--- src/rtl/seq_shifter.sv ---
// Multi-cycle SLL/SRL/SRA shifter: up to STEP bit positions per clock, start/ready, valid pulse.
// Define SEQ_SHIFTER_ROTATE_EN to turn op 2'b11 into ROTL; otherwise op 2'b11 behaves as SLL.
module seq_shifter #(
    parameter int WIDTH = 32,
    parameter int STEP  = 1,
    localparam int SAW  = $clog2(WIDTH)
) (
    input  logic             clk,
    input  logic             reset,
    input  logic             start_i,
    input  logic [1:0]       op_i,
    input  logic [SAW-1:0]   shamt_i,
    input  logic [WIDTH-1:0] data_i,
    output logic             ready_o,
    output logic             valid_o,
    output logic [WIDTH-1:0] result_o
);

    localparam logic [SAW-1:0]   STEP_W = SAW'(STEP);
    localparam logic [WIDTH-1:0] ONES   = '1;

    typedef enum logic [1:0] {
        IDLE  = 2'd0,
        SHIFT = 2'd1,
        DONE  = 2'd2
    } state_t;

    state_t           state;
    logic [WIDTH-1:0] opnd;
    logic [SAW-1:0]   rem;
    logic [1:0]       op_q;
    logic             sign_q;

    logic [SAW-1:0]   step_amt;
    logic [SAW-1:0]   rem_next;
    logic [WIDTH-1:0] shifted;

`ifdef SEQ_SHIFTER_ROTATE_EN
    logic [SAW:0]     rot_back;
`endif

    // Last SHIFT cycle may move fewer than STEP positions.
    always_comb begin
        step_amt = (rem < STEP_W) ? rem : STEP_W;
        rem_next = rem - step_amt;
    end

    always_comb begin
        shifted = opnd << step_amt;
`ifdef SEQ_SHIFTER_ROTATE_EN
        rot_back = (SAW+1)'(WIDTH) - (SAW+1)'(step_amt);
`endif
        case (op_q)
            2'b01: shifted = opnd >> step_amt;
            2'b10: shifted = (opnd >> step_amt) | (~(ONES >> step_amt) & {WIDTH{sign_q}});
`ifdef SEQ_SHIFTER_ROTATE_EN
            2'b11: shifted = (opnd << step_amt) | (opnd >> rot_back);
`endif
            default: shifted = opnd << step_amt;
        endcase
    end

    always_ff @(posedge clk) begin
        if (reset) begin
            state    <= IDLE;
            ready_o  <= 1'b1;
            valid_o  <= 1'b0;
            result_o <= '0;
            opnd     <= '0;
            rem      <= '0;
            op_q     <= '0;
            sign_q   <= 1'b0;
        end else begin
            case (state)
                IDLE: begin
                    if (start_i) begin
                        opnd    <= data_i;
                        op_q    <= op_i;
                        rem     <= shamt_i;
                        sign_q  <= data_i[WIDTH-1];
                        ready_o <= 1'b0;
                        if (shamt_i == '0) begin
                            state    <= DONE;
                            valid_o  <= 1'b1;
                            result_o <= data_i;
                        end else begin
                            state <= SHIFT;
                        end
                    end
                end
                SHIFT: begin
                    opnd <= shifted;
                    rem  <= rem_next;
                    if (rem_next == '0) begin
                        state    <= DONE;
                        valid_o  <= 1'b1;
                        result_o <= shifted;
                    end
                end
                DONE: begin
                    state   <= IDLE;
                    valid_o <= 1'b0;
                    ready_o <= 1'b1;
                end
                default: begin
                    state   <= IDLE;
                    valid_o <= 1'b0;
                    ready_o <= 1'b1;
                end
            endcase
        end
    end

endmodule
--- config.mk ---
export PLATFORM = sky130hd
export DESIGN_NAME = seq_shifter
export DESIGN_NICKNAME = d
export VERILOG_FILES = /design/src/rtl/seq_shifter.sv
export SDC_FILE = /design/constraint.sdc
export NUM_CORES = 1
export LEC_CHECK = 0
export CAP_MARGIN = 0
export CORE_MARGIN = 10
export CORE_UTILIZATION = 47
export CTS_CLUSTER_DIAMETER = 60
export CTS_CLUSTER_SIZE = 25
export DETAILED_ROUTE_END_ITERATION = 7
export PLACE_DENSITY = 0.88
export SETUP_SLACK_MARGIN = 0.1
export SLEW_MARGIN = 20
export SYNTH_ARGS = -nofsm -noshare
export SYNTH_HDL_FRONTEND = slang
export SYNTH_SLANG_ARGS = --single-unit
--- constraint.sdc ---
create_clock -name clk -period 2.8 [get_ports clk]
set_clock_uncertainty 0.1 [all_clocks]
set_input_delay 0.84 -clock clk [delete_from_list [all_inputs] [get_ports clk]]
set_output_delay 0.84 -clock clk [all_outputs]
set_load 0.03 [all_outputs]
* After elaboration in Yosys (flattened, before gate mapping) *
Cells that the tools add are included.

storage, ports and cells
  flip-flop bits (word level) = 76
  input port bits = 42
  logic and storage cells = 53
  output and inout port bits = 34

operators by class
  equal/unequal tests = 6
  reduce and logical (&&, ||, !) cells = 10
  bitwise logic cells = 4
  add/subtract/negate cells = 1
  order comparisons = 1
  shifts and indexed selects = 3
  mux-type cells = 20

operators with widths
  cell                                                number
  one-hot mux 32 bit (2 select lines)                 3
  2-to-1 mux 32 bit                                   4
  bitwise AND 32 bit                                  1
  inverter 32 bit                                     1
  bitwise OR 32 bit                                   1
  left shift 32 x 5 -> 32 bit                         1
  right shift 32 x 5 -> 32 bit                        1
  right shift 32 x 5 -> 32 bit, first input constant  1
  zero test 5 bit                                     2
  2-to-1 mux 5 bit                                    2
  one-hot mux 5 bit (2 select lines)                  1
  AND reduction 2 bit                                 4
  2-to-1 mux 2 bit                                    3
  inequality test 2 bit, second input constant        3
  < comparator 5 x 1 -> 1 bit, second input constant  1
  subtractor 5 bit                                    1
  == test 2 x 1 -> 1 bit, second input constant       2
  2-to-1 mux 1 bit                                    4
  one-hot mux 1 bit (2 select lines)                  2
  one-hot mux 2 bit (2 select lines)                  1
  AND reduction 4 bit                                 1
  AND reduction 3 bit                                 1
  == test 2 bit, second input constant                1
  zero test 2 bit                                     1
  2 further kinds                                     2

* Logic depth before layout (Yosys ltp) *
  depth in word-level cells = 9
  depth in mapped cells = 11
  depth with buffers taken out = 8

* Least setup slack after synthesis *
No wires, ideal clock.

  path type = flip-flop to flip-flop
  start = register rem[4]
  end = register result_o[10]
  required time = 2.614 ns
  arrival = 2.545 ns
  path buffers = 4
  clock period less this slack = 2.730 ns
  stages on the path, launching flop included = 12
  setup time = 0.086 ns
  setup slack = 0.070 ns
  path through = dfxtp_1 > or4_4 > buf_2 > clkbuf_1 > nand2_1 > ha_1 > nand4_1 > a21oi_1 > buf_2 > clkbuf_1 > nor2_1 > a211oi_1

on the way
  cells in the longest elaborated chain, start to end = 9
  elaborated cells on any way between the ends = 15
  those cells by class = add/sub (1); order compare (1); eq/ne (1); shift (3); mux (4); bitwise (3); reduce/logical (2)

RTL lines
  item                                 RTL line  text
  start: declaration                   30        logic [SAW-1:0] rem;
  start signal: assignment             79        rem <= shamt_i;
  start signal: assignment             93        rem <= rem_next;
  < comparator 5 x 1 -> 1 bit          44        step_amt = (rem < STEP_W) ? rem : STEP_W;
  2-to-1 mux 5 bit                     44
  right shift 32 x 5 -> 32 bit         55        2'b10: shifted = (opnd >> step_amt) | (~(ONES >> step_amt) & {WIDTH{sign_q}});
  inverter 32 bit                      55
  bitwise AND 32 bit                   55
  bitwise OR 32 bit                    55
  one-hot mux 32 bit (2 select lines)  53        case (op_q)
  2-to-1 mux 32 bit                    94        if (rem_next == '0) begin
  one-hot mux 32 bit (2 select lines)  74        case (state)
  end signal: assignment               85        result_o <= data_i;
  end signal: assignment               97        result_o <= shifted;
  end: declaration                     16        output logic [WIDTH-1:0] result_o

Several ways; a longest one is shown, not always the timed one. The select of a mux whose other input is x is not followed.
A chain may end at the register's enable or synchronous reset.

* Final worst setup path *
  start = register rem[1]
  end = register result_o[14]

Same word-level chain as after synthesis.

==> run_results.csv <==
group,metric,value,unit
outcome,status,"finished, final reports clean",
yosys,synth_edf_count,0,
die,floorplan.die_area,0.01198,mm²
worst_setup_path,crit_required,2950,ps
final_layout,multi_input_area,0.002034,mm²
yosys,yosysWarnings,0,
worst_setup_path,start_kind,"flop",
final_layout,area_growth_syn_to_layout,26.82,%
cts,root_buffer,"clkbuf_8",
grt,grt_start_max_net_pins,66,
yosys,synthArstFlopShare,0,%
timing,final.setup.tns,0,ps
cts,cts_max_path_buffers,2,
die,start_util,48.41,%
cts,clkSlewWorstSetupHoldPaths,80,ps
final_layout,layout.nets,553,
worst_setup_path,slowest_delay,540,ps
worst_setup_path,r2r_cells,8,
min_path,min_path_type,"flop to flop",
final_layout,mostFrequentLayoutCells,"a211oi_1 (83), dfxtp_1 (75), clkdlybuf4s50_1 (74)",
timing,finalCriticalPeriod,2481,ps
final_layout,drive_above_1_share,7.212,%
worst_setup_path,crit_end,"result_o[14]",
detailed_routing,vias_per_cell,5.967,
worst_setup_path,regToRegSetupSlack,320,ps
detailed_routing,detailedRoute.firstPassIterationCount,6,
detailed_routing,postRouteAntennaNets,0,
power,powerDensity,678.4,mW/mm²
final_layout,n_antenna_cell,0,
detailed_routing,drtIter0Drc,292,
worst_setup_path,setup.worst_path.class,"flop to flop",
worst_setup_path,cp.arrival,2630,ps
yosys,synth_area,0.003760,mm²
run,drv_cap,0,
worst_setup_path,crit_start,"rem[1]",
worst_setup_path,worstPathCellList,"or4_4, nand2_1, ha_1, nand4_1, a21oi_4, buf_12, nor2_1, a211oi_1",
yosys,synth_cell_type_count,35,
yosys,ys_ff_latch,76,
worst_setup_path,cp_slowest_cell,"or4_4",
worst_setup_path,crit_fanout,40,
cts,cts_max_level,3,
placement,portBuffers,75,
worst_setup_path,r2r_end,"result_o[14]",
timing,setup_violations,0,
timing,slew_headroom,57.09,%
worst_setup_path,r2r_start,"rem[1]",
power,leakagePower,1.749,nW
cts,clk_latency,350,ps
timing,timing.final.crit_share,88.61,%
power,vdd_drop_max,0.2900,mV
grt,grt_pass1_wl,17070,µm
detailed_routing,drc_errors,0,
worst_setup_path,end_kind,"flop",
placement,place_congestion,0.8542,
die,dieHeight,109.4,µm
final_layout,regArea,0.001523,mm²
yosys,ys_seq_area_share,40.47,%
timing,hold-worst-slack,368.2,ps
detailed_routing,vias,3670,
cts,postCtsSetupBuffers,0,
detailed_routing,drt_wl_total,10430,µm
yosys,synth_ff_type,"dfxtp_1",
cts,cts_tree,"yes",
timing,timing.fmax,403.0,MHz
yosys,postSynthNetCount,502,
yosys,syn_avg_cell_area,8.227,µm²
grt,grt_pass1_vias,3575,
final_layout,final_common_cell,"a211oi_1",
cts,cts_inserted_buffers,9,
grt,grt_overflow,0,
die,core_area,0.007767,mm²
timing,worstMarginPinSlew,643.7,ps
cts,clock_sinks,76,
yosys,synthCells,457,
detailed_routing,post_drt_wl_per_cell,16.95,µm
grt,antenna_found_initial,0,
timing,rsz0062_at_grt,"no",
final_layout,fillers,657,
placement,dp_hpwl,7209,µm
die,io_pins,76,
die,rows,32,
timing,final_max_slew_viol_count,0,
grt,gr-usage-all-layers,17.31,%
die,die_w,109.4,µm
timing,finalHoldViolations,0,
## synthesized netlist by cell type, types with 2 or more instances
cell type	number	area share (%)
dfxtp_1	76	40
nor3_1	32	4.3
a21oi_1	39	5.2
ha_1	3	1.0
nand3_1	3	0.40
inv_1	7	0.70
buf_6	4	1.2
a211oi_2	2	0.67
o21ai_0	14	1.9
nor2_1	74	7.4
buf_2	6	0.80
a31oi_1	3	0.50
a311oi_1	7	1.6
a211oi_1	83	17
clkbuf_1	33	3.3
mux2i_1	27	7.2
o2bb2ai_1	2	0.47
nor2b_1	3	0.50
buf_1	3	0.30
nand2_1	20	2.0
o221ai_1	2	0.47
## worst min-delay path by stage
| stage | start | endpoint | slack [ps] | depth (start not counted) |
|---|---|---|---|---|
| 6_report | ready_o | ready_o | 370 | 1 |
| 5_1_grt | ready_o | ready_o | 380 | 1 |
| 4_1_cts | ready_o | ready_o | 370 | 1 |
| 3_5_place_dp | ready_o | ready_o | 350 | 1 |
| 3_3_place_gp | ready_o | ready_o | 350 | 1 |
| 2_1_floorplan | sign_q | sign_q | 350 | 2 |
## power breakdown
group	internal (mW)	switching (mW)
clock	0.320	0.412
combinational	0.465	0.672
sequential	1.22	0.143
## timing repair
action	4_1_cts	5_1_grt
hold buffers	0	0
setup endpoints to repair	0	1
resized for setup	0	1
## metrics by stage
| stage | std cells | area (µm²) | total power, mW | util, % | worst slack, ps |
|---|---|---|---|---|---|
| 4_1_cts | 615 | 4767 | 3.235 | 61.37 | 345.2 |
| 3_3_place_gp | 599 | 4601 | 2.469 | 59.23 | 193.3 |
| 5_1_grt | 615 | 4768 | 3.426 | 61.39 | 142.7 |
| 2_1_floorplan | 457 | 3762 | 2.166 | - | 148.7 |
| 3_5_place_dp | 599 | 4601 | 2.510 | 59.23 | 156.7 |
| 6_report | 615 | 4768 | 3.235 | 61.39 | 318.8 |
## worst max-delay path, delay by kind of cell (launching register included)
| family | cells | cell delay [ps] |
|---|---|---|
| AND/OR/NAND/NOR | 4 | 910 |
| AO/OA/AOI/OAI | 2 | 510 |
| flip-flops | 1 | 390 |
| adder cells (fa/ha/maj) | 1 | 230 |
| buffers and inverters | 1 | 220 |
## registers in the layout, summed over array words and instances (netlist names)
name and count:
state 2, opnd 32, ready_o 1, op_q 2, valid_o 1, rem 5, result_o 32, sign_q 1
## routing by layer
metal  routed length [µm]  global-route usage [%]
met1                 4423                   21.39
met2                 5002                   28.02
met3                  744                   3.394
met4                  257                   8.922
met5                    0                       0
## layout make-up
cell class	count	area share [%]
inverters	7	0.5510
well taps	102	2.676
clock buffers	10	2.676
flip-flops and latches	76	31.93
multi-input cells	328	42.67
clock inverters	6	0.8134
repair buffers	86	18.68
## cells by family (layout without fill, tap and decap cells)
logic type,Yosys count,in the layout,synth area share (%)
adders and majority gates,3,3,0.9984
xor gates and xnor gates,1,1,0.2330
and+or+nand+nor,139,139,16.04
AOI/OAI and AO/OA,158,158,28.79
DFF,76,76,40.47
buffers and inverters,53,109,6.290
muxes,27,27,7.188
Note: power is estimated with default switching activity, not from simulation.
